==> src/rtl/fetch_pkg.sv <==
`default_nettype none
// =====================================================================
// Package  : fetch_pkg
// Brief    : Shared state encoding and constants for the instruction fetch.
// Revision : 1.0 - initial release
// =====================================================================
package fetch_pkg;

  typedef enum logic [1:0] {
    ST_IDLE  = 2'd0,
    ST_FETCH = 2'd1,
    ST_DONE  = 2'd2
  } fetch_state_e;

  localparam logic [31:0] NOP_INSTR_DEFAULT = 32'h0000_0013;
  localparam int unsigned FETCH_BEATS       = 4;
  localparam int unsigned BEAT_W            = $clog2(FETCH_BEATS);

endpackage
`default_nettype wire

==> src/rtl/imem_fetch.sv <==
`default_nettype none
// =====================================================================
// Module   : imem_fetch
// Brief    : Reads a 32-bit little-endian instruction over four byte beats
//            and hands it to decode with a valid/ready handshake.
// Revision : 1.0 - initial release
// =====================================================================
module imem_fetch
  import fetch_pkg::*;
#(
  parameter logic [31:0] NOP_INSTR = NOP_INSTR_DEFAULT
) (
  input  logic        clk,
  input  logic        rst_n,
  input  logic [31:0] i_addr,
  input  logic        flush,
  output logic [31:0] instr,
  output logic        instr_valid,
  input  logic        instr_ready,
  output logic        fetch_flag,
  output logic        fetch_err,
  output logic        mem_req,
  output logic [31:0] mem_addr,
  input  logic [7:0]  mem_rdata,
  input  logic        mem_ack
);

  localparam logic [BEAT_W-1:0] C_LAST_BEAT = BEAT_W'(FETCH_BEATS - 1);

  fetch_state_e      r_state;
  fetch_state_e      w_next_state;
  logic [31:2]       r_addr_hi;
  logic [BEAT_W-1:0] r_beat;
  logic              r_flush_pend;
  logic              w_aligned;

  assign w_aligned = (i_addr[1:0] == 2'b00);

  // State register
  always_ff @(posedge clk or negedge rst_n) begin
    if (!rst_n) begin
      r_state <= ST_IDLE;
    end else begin
      r_state <= w_next_state;
    end
  end

  // Next-state logic; a flush only ends FETCH once the outstanding beat acks
  always_comb begin
    w_next_state = r_state;
    case (r_state)
      ST_IDLE: begin
        if (!flush) begin
          w_next_state = w_aligned ? ST_FETCH : ST_DONE;
        end
      end
      ST_FETCH: begin
        if (mem_ack) begin
          if (flush || r_flush_pend) begin
            w_next_state = ST_IDLE;
          end else if (r_beat == C_LAST_BEAT) begin
            w_next_state = ST_DONE;
          end
        end
      end
      ST_DONE: begin
        if (flush || instr_ready) begin
          w_next_state = ST_IDLE;
        end
      end
      default: w_next_state = ST_IDLE;
    endcase
  end

  // Output logic
  always_comb begin
    mem_req     = (r_state == ST_FETCH);
    instr_valid = (r_state == ST_DONE);
  end

  assign fetch_flag = instr_valid & instr_ready & ~flush;
  assign mem_addr   = {r_addr_hi, r_beat};

  // Address latch, beat counter and byte assembly
  always_ff @(posedge clk or negedge rst_n) begin
    if (!rst_n) begin
      r_addr_hi    <= '0;
      r_beat       <= '0;
      r_flush_pend <= 1'b0;
      instr        <= '0;
      fetch_err    <= 1'b0;
    end else begin
      case (r_state)
        ST_IDLE: begin
          if (!flush) begin
            r_addr_hi <= i_addr[31:2];
            r_beat    <= '0;
            if (!w_aligned) begin
              instr     <= NOP_INSTR;
              fetch_err <= 1'b1;
            end
          end
        end
        ST_FETCH: begin
          if (mem_ack) begin
            instr[{r_beat, 3'b000} +: 8] <= mem_rdata;
            r_beat                       <= r_beat + 1'b1;
            r_flush_pend                 <= 1'b0;
            if (w_next_state == ST_DONE) begin
              fetch_err <= 1'b0;
            end
          end else if (flush) begin
            r_flush_pend <= 1'b1;
          end
        end
        default: ;
      endcase
    end
  end

endmodule
`default_nettype wire

==> config.mk <==
export PLATFORM = sky130hd
export DESIGN_NAME = imem_fetch
export DESIGN_NICKNAME = d
export VERILOG_FILES = /design/src/rtl/fetch_pkg.sv /design/src/rtl/imem_fetch.sv
export SDC_FILE = /design/constraint.sdc
export NUM_CORES = 1
export LEC_CHECK = 0
export CAP_MARGIN = 20
export CORE_ASPECT_RATIO = 0.7
export CORE_MARGIN = 3
export CORE_UTILIZATION = 47
export DETAILED_ROUTE_END_ITERATION = 10
export PLACE_DENSITY = 0.84
export SLEW_MARGIN = 20
export SYNTH_ARGS = -nofsm -noshare
export SYNTH_HDL_FRONTEND = slang
export SYNTH_SLANG_ARGS = --single-unit
==> constraint.sdc <==
create_clock -name clk -period 3.3 [get_ports clk]
set_input_delay 0.495 -clock clk [delete_from_list [all_inputs] [get_ports clk]]
set_output_delay 0.495 -clock clk [all_outputs]
set_load 0.02 [all_outputs]
-- After elaboration in Yosys (flattened, before gate mapping)
Cells that the tools add are included.
- register bits after elaboration: 68
- output and inout port bits: 68
- logic and storage cells: 54
- $add $sub $neg: 2
- equal/unequal tests: 8
- shift operators: 2
- multiplexer cells: 22
- bitwise logic cells: 3
- reductions and logical operators: 11
- operators by type and width (cell ; number):
    $mux 32 ; 3
    $pmux 32 s2 ; 1
    $bwmux 32 ; 1
    $shift 8x7->32 const A ; 1
    $shiftx 8x7->32 ; 1
    $mux 2 ; 8
    $neg 5->7 ; 1
    $eq 2x2->1 const B ; 3
    $mux 1 ; 6
    $pmux 2 s3 ; 1
    $reduce_and 5->1 ; 1
    $logic_not 2->1 ; 2
    $ne 2x1->1 const B ; 2
    $ne 2x2->1 const B ; 2
    $pmux 2 s2 ; 1
    $reduce_and 2->1 ; 2
    $reduce_and 4->1 ; 1
    $reduce_bool 2->1 ; 2
    $reduce_and 3->1 ; 1
    $add 2x1->2 const B ; 1
    $and 1x1->1 ; 2
    $eq 2x1->1 const B ; 1
    $logic_or 1x1->1 ; 2
    $pmux 1 s2 ; 1
    $not 1->1 ; 1

-- Depth between registers and ports, before layout
Gate-level depths: netlist of the first run.
- depth after elaboration: 9
- depth in mapped cells: 6
- gate-level depth less buffers: 5

-- Worst setup path before layout of the first run
OpenSTA, ideal clock, no wires.
- path kind: flip-flop to flip-flop
- start point: reg r_beat[0]
- end point: reg instr[16]
- setup time: 0.125 ns
- arrival: 1.809 ns
- setup slack: 1.366 ns
- cell stages (with the launch flop): 7
- cells stage by stage: dfrtp_1 > clkbuf_1 > inv_1 > ha_1 > and3b_1 > and3_1 > mux2_2
- word-level cells in the longest chain between the ends: 5
- RTL lines (item ; line ; source):
    from (decl) ; imem_fetch.sv:33 ; logic [BEAT_W-1:0] r_beat;
    from (signal assigned) ; imem_fetch.sv:107 ; r_beat <= r_beat + 1'b1;
    $neg 5->7 (*) ; imem_fetch.sv:106 ; instr[{r_beat, 3'b000} +: 8] <= mem_rdata;
    $shiftx 8x7->32 or $shift 8x7->32 (tied branches) ; imem_fetch.sv:106 ;
    $bwmux 32 (*) ; imem_fetch.sv:106 ;
    $mux 32 (*) ; imem_fetch.sv:105 ; if (mem_ack) begin
    $pmux 32 s2 (*) ; imem_fetch.sv:93 ; case (r_state)
    to (signal, indexed assignment) ; imem_fetch.sv:106 ;
    to (decl) ; imem_fetch.sv:17 ; output logic [31:0] instr,
Mark *: on every way between the ends. The rest lies on a longest branch, timed or not. The select of a mux whose other input is x is not followed.
A chain may end at the register's enable or synchronous reset.

-- Final worst setup path of the first run
- start point: reg r_state[0]
- end point: out mem_req
- word-level cells in the longest chain between the ends: 1
- RTL lines (item ; line ; source):
    from (decl) ; imem_fetch.sv:30 ; fetch_state_e r_state;
    from (signal assigned) ; imem_fetch.sv:44 ; r_state <= w_next_state;
    $eq 2x1->1 ; imem_fetch.sv:77 ; mem_req = (r_state == ST_FETCH);
    to (decl) ; imem_fetch.sv:22 ; output logic mem_req,
Every way passes these cells.

==> results.md, run 1 <==
- Design Area, Final: 0.004349 mm²
- DR vias/cell: 5.417
- Antenna Cells: 0
- Critical path class: reg2out
- Nets: 453
- Max-slew violation count: 0
- Largest area contributor in the netlist: dfrtp_1
- R2r endpoint: instr[1]
- #FFs+latches synth: 68
- Setup TNS: 0 ns
- Max Buffers Root-to-Sink: 2
- Latest clock arrival within the worst-skew pair: 0.34 ns
- Area delta synth->final: 44.53%
- Netlist cell types: 34
- CP required: 2.80 ns
- MaxCap Viol Count: 0
- Floorplan Core Area: 0.005957 mm²
- Leakage: 2.054 nW
- Fin Hold WS: 0.1779 ns
- Slew HR: 0.4021
- DRC violations left: 0
- Worst Path Max Fanout: 13
- Final wirelength: 8.509 mm
- Unrepaired setup endpoints after global routing: false
- FF-to-FF path depth: 5
- Post-CTS Repair Setup Buffers: 0
- GR Util All Layers: 0.2476
- Final Hold Fails: 0
- Post-CTS resize count: 0
- Most common cell after layout, fill and taps aside: clkdlybuf4s50_1
- TritonCTS sink count: 68
- Buffers on Ports: 112
- Slew @ Worst Pin: 0.8949 ns
- Syn Nets: 342
- Layout cells sized above 1: 0.1002
- Worst EP arrival: 2.07 ns
- Top cell type's share of synthesized area: 0.5655
- CP Launch Type: register
- Initial antenna violation count: 0
- Skew final: 0.006156 ns
- Clock Tree Root: clkbuf_8
- Worst reg-to-reg setup slack: 1.19 ns
- Critical path's largest stage delay: 0.69 ns
- Height of the die: 72.95 µm
- Pin count of the biggest net entering global routing: 41
- Outcome: finished clean
- Starting density of the core: 0.5051
- Routed via count: 2,622
- Cell Rows: 23
- CP Launch Point: r_state[0]
- Syn avg cell area: 10.27 µm²
- DRT antenna net count: 0
- Initial drt markers: 148
- Clock period minus worst slack: 2.566 ns
- Vias in the first global route: 2,681
- Drt first pass iters: 4
- Die area: 0.007414 mm²
- R2r startpoint: r_beat[0]
- H-tree Lvls: 3
- Hold Path Class: in2async
- Max Freq: 389.7 MHz
- Global route overflow: 0
- CP endpoint kind: output port
- Crit-path cells: nor2b_1 -> clkdlybuf4s50_1
- Synth warnings: 0
- CTS buffer count: 9
- DP HPWL: 6.148 mm
- CTS tree: built
- Final Setup Violations: 0
- GPL Wtd Cong: 0.8634
- Post-Synthesis Cells: 293
- First-pass GRT wire length: 13.83 mm
- Synth area leaders: dfrtp_1 57%, nand2_1 12%, mux2_2 6.7%
- Sequential fraction of the synthesis area: 0.5655
- Worst-path clk slew: 0.07 ns
- Drt wl/cell: 17.58 µm
- Placed cell area: 0.004180 mm²
- Post-cts hold buffer count: 0
- Period utilization: 0.7775
- Critical path's slowest cell: clkdlybuf4s50_1
- Most frequent cells in the layout: 111 x clkdlybuf4s50_1, 96 x nand2_1, 68 x dfrtp_1
- Power density cells: 564.1 mW/mm²
- Worst VDD drop: 0.2548 mV
- Post-Syn Area: 0.003009 mm²
- Top Ports: 113
- Die W: 101.6 µm
==> state kept, by name (all words and copies together), names as in the netlist <==
name and cells:
fetch_err 1, r_state 2, instr 32, r_addr_hi 30, r_beat 2, r_flush_pend 1
==> worst max-delay path: cells and delay by family, from the launching register on <==
kind,cells,cell delay [ns]
buffers and inverters,1,0.69
flip-flops,1,0.59
AND/OR/NAND/NOR,1,0.45
==> where the power goes <==
part	internal [mW]	switching, mW
Clock	0.288	0.304
Combinational	0.366	0.436
Sequential	0.963	0.0964
Total	1.62	0.836
==> cell type report <==
| cell class | count | area [µm²] |
|---|---|---|
| clock buffer | 11 | 141.4 |
| clock inverter | 5 | 27.53 |
| fill | 427 | 1608 |
| inverter | 13 | 48.80 |
| multi-input combinational | 196 | 1190 |
| sequential | 68 | 1702 |
| tap | 75 | 93.84 |
| timing repair buffer | 116 | 1146 |
==> cells in the mapped netlist <==
library cell / number
o311ai_0: 3
inv_1: 13
nor3_1: 9
a22o_1: 2
a21oi_1: 3
nor3b_1: 2
o32ai_4: 1
o21a_1: 1
o31a_1: 1
buf_6: 1
dfrtp_1: 68
and3b_1: 1
a32o_1: 2
o31ai_1: 9
nand4b_1: 2
mux2_2: 18
clkbuf_1: 10
nor2b_1: 3
and3_1: 12
o211ai_1: 9
ha_1: 4
and4_1: 1
nand2_1: 96
or3_1: 2
mux2_1: 1
a21o_1: 1
o22ai_1: 1
nand4_1: 1
nand3b_1: 3
o2bb2ai_1: 2
buf_2: 5
nor2_1: 3
o22ai_4: 1
o21ai_1: 2
==> stage by stage <==
| stage | cells | util | worst slack, ns | total power, mW |
|---|---|---|---|---|
| 5_1_grt | 484 | 0.7301 | 0.6306 | 2.583 |
| 4_1_cts | 484 | 0.7301 | 0.7388 | 2.472 |
| 3_3_place_gp | 468 | 0.7017 | 0.7077 | 1.852 |
| 3_5_place_dp | 468 | 0.7017 | 0.6786 | 1.874 |
| 6_report | 484 | 0.7301 | 0.7342 | 2.453 |
| 2_1_floorplan | 293 | - | 1.366 | 1.469 |
==> kinds of logic after synthesis <==
| logic type | after synthesis | synth area share |
|---|---|---|
| flip-flops | 68 | 0.5655 |
| buffers and inverters | 29 | 0.04075 |
| adder cells (fa/ha/maj) | 4 | 0.01663 |
| AND/OR/NAND/NOR | 135 | 0.2000 |
| AO/OA/AOI/OAI | 38 | 0.1060 |
| multiplexers | 19 | 0.07110 |
==> worst max path at each step <==
stage | to | slack, ns | cells past startpoint
3_5_place_dp | instr[8] | 0.68 | 4
4_1_cts | mem_req | 0.74 | 2
6_report | mem_req | 0.73 | 2
2_1_floorplan | instr[16] | 1.37 | 6
3_3_place_gp | instr[15] | 0.71 | 4
5_1_grt | mem_req | 0.63 | 2
==> layer usage <==
| layer | vias up | global-route usage | wire (µm) | share of wire |
|---|---|---|---|---|
| li1 | 1218 | - | - | - |
| met1 | 1263 | 0.3469 | 3858 | 0.45 |
| met2 | 129 | 0.3652 | 3791 | 0.45 |
| met3 | 12 | 0.08787 | 752 | 0.088 |
| met4 | 0 | 0.07375 | 106 | 0.012 |
| met5 | - | 0 | 0 | 0 |
(Power assumes the default switching activity.)
==> run 2, diff against run 1 <==
- CORE_UTILIZATION: 47 -> 40
- PLACE_DENSITY: 0.84 -> 0.76
- clock period: 3.3 -> 2.3 ns (I/O delays scaled with it)
==> run 2 against run 1 <==
Effect of this change:
- core utilization fell by 8.0 points
- count of clock-buffer cells in the layout fell by 2
- routed wire length fell by 0.20%
- register-to-register slack got worse by 0.82 ns
- final cell count rose by 6.8%
- via count rose by 1.1%
- total power rose by 59%
- critical path type unchanged
- largest cell class unchanged
- highest routed layer unchanged
==> results.md, run 2 (same netlist as run 1, synthesis figures left out) <==
- Layout cells sized above 1: 0.1300
- Buffers on Ports: 112
- Final wirelength: 8.492 mm
- Outcome: finished clean
- Setup TNS: 0 ns
- CTS tree: built
- DP HPWL: 6.310 mm
- Max-slew violation count: 0
- Final Setup Violations: 0
- CP endpoint kind: output port
- DRC violations left: 0
- Fin Hold WS: 0.4803 ns
- Clock Tree Root: clkbuf_8
- Critical path's slowest cell: clkdlybuf4s50_1
- Leakage: 2.156 nW
- Crit-path cells: buf_4 -> nor2b_1 -> clkdlybuf4s50_1
- Worst Path Max Fanout: 10
- Nets: 467
- Drt wl/cell: 16.43 µm
- Worst VDD drop: 0.3747 mV
- Final core utilization: 0.6504
- Slew HR: 0.6560
- Vias in the first global route: 2,650
- Unrepaired setup endpoints after global routing: false
- Drt first pass iters: 4
- Top Registers: instr (32), r_addr_hi (30)
- GPL Wtd Cong: 0.8562
- Skew final: 0.005841 ns
- Initial antenna violation count: 0
- Most frequent cells in the layout: 111 x clkdlybuf4s50_1, 96 x nand2_1, 68 x dfrtp_1
- Most common cell after layout, fill and taps aside: clkdlybuf4s50_1
- Max Freq: 471.9 MHz
- Worst EP arrival: 1.77 ns
- DRT antenna net count: 0
- Design Area, Final: 0.004557 mm²
- Global route overflow: 0
- Post-Layout Cell Count: 517
- Power density cells: 858.3 mW/mm²
- Initial drt markers: 175
- CP required: 1.96 ns
- Die W: 109.7 µm
- Pin count of the biggest net entering global routing: 32
- Largest register by flop count: instr
- Placed Cells incl. Taps: 500
- Top Ports: 113
- Floorplan Core Area: 0.007007 mm²
- CTS buffer count: 9
- Buf/Inv on CP: 2
- TritonCTS sink count: 68
- Post-route setup slack: 0.1810 ns
- First-pass GRT wire length: 13.73 mm
- CP Launch Type: register
- Max FFs per register: 32
- Worst-path clk slew: 0.08 ns
- Slew @ Worst Pin: 0.5160 ns
- Antenna Cells: 0
- Starting density of the core: 0.4295
- Placed cell area: 0.004302 mm²
- # fillers: 587
- Hold Path Class: in2async
- Clock period minus worst slack: 2.119 ns
- MaxCap Viol Count: 0
- H-tree Lvls: 3
- Die area: 0.008616 mm²
- Pre-CTS setup slack: -0.01229 ns
- GR Util All Layers: 0.2073
- Max Buffers Root-to-Sink: 2
- Area delta synth->final: 51.43%
- Height of the die: 78.57 µm
- Critical path class: reg2out
- Cell Rows: 25
- Final Hold Fails: 0
- Period utilization: 0.9213
- Post-CTS Repair Setup Buffers: 0
- Critical path's largest stage delay: 0.63 ns
- DR vias/cell: 5.126
- Latest clock arrival within the worst-skew pair: 0.34 ns
- Cell family with most CP delay: buffers and inverters
- Power, Total: 3.911 mW
- Routed via count: 2,650
-- run 2: worst paths after layout --
kind | from | slack, ns | endpoint | depth (start not counted)
min in group clk | r_addr_hi[23] | 0.48 | r_addr_hi[23] | 2
hold reg to reg | r_addr_hi[23] | 0.48 | r_addr_hi[23] | 2
setup / recovery | r_state[0] | 0.18 | mem_req | 3
max in group asynchronous | rst_n | 1.08 | r_addr_hi[31] | 3
hold / removal | rst_n | 0.48 | fetch_err | 2
setup reg to reg | r_beat[0] | 0.37 | instr[0] | 5
-- run 2: area by class of cell --
class | count | area [µm²] | share of cell area
clock buffer | 9 | 123.9 | 0.02718
clock inverter | 7 | 121.4 | 0.02663
inverter | 13 | 48.80 | 0.01071
multi-input combinational | 196 | 1190 | 0.2611
sequential | 68 | 1702 | 0.3734
tap | 94 | 117.6 | 0.02581
timing repair buffer | 130 | 1254 | 0.2751
-- run 2: metal layers --
metal | wire length, µm | track usage | vias up | part of all wire
met1 | 3817 | 0.3047 | 1279 | 0.45
li1 | - | - | 1245 | -
met5 | 0 | 0 | - | 0
met4 | 63 | 0.04857 | 0 | 0.0074
met2 | 3750 | 0.2960 | 120 | 0.44
met3 | 860 | 0.06738 | 6 | 0.10
-- run 2: what timing repair did --
action	CTS	global route
hold buffers	1	0
hold endpoints to repair	19	0
gates resized for setup	0	0
-- run 2: worst register-to-register path: stages (launching register included) --
cell	delay, ns
dfrtp_1	0.45
inv_1	0.12
ha_1	0.37
nor2b_1	0.32
nand3b_1	0.17
o311ai_0	0.36
-- run 2: power by group --
| part | leakage, nW | switching (mW) | internal, mW |
|---|---|---|---|
| combinational | 1.16 | 0.649 | 0.555 |
| sequential | 0.876 | 0.112 | 1.38 |
| clock | 0.124 | 0.487 | 0.728 |
| total | 2.16 | 1.25 | 2.66 |
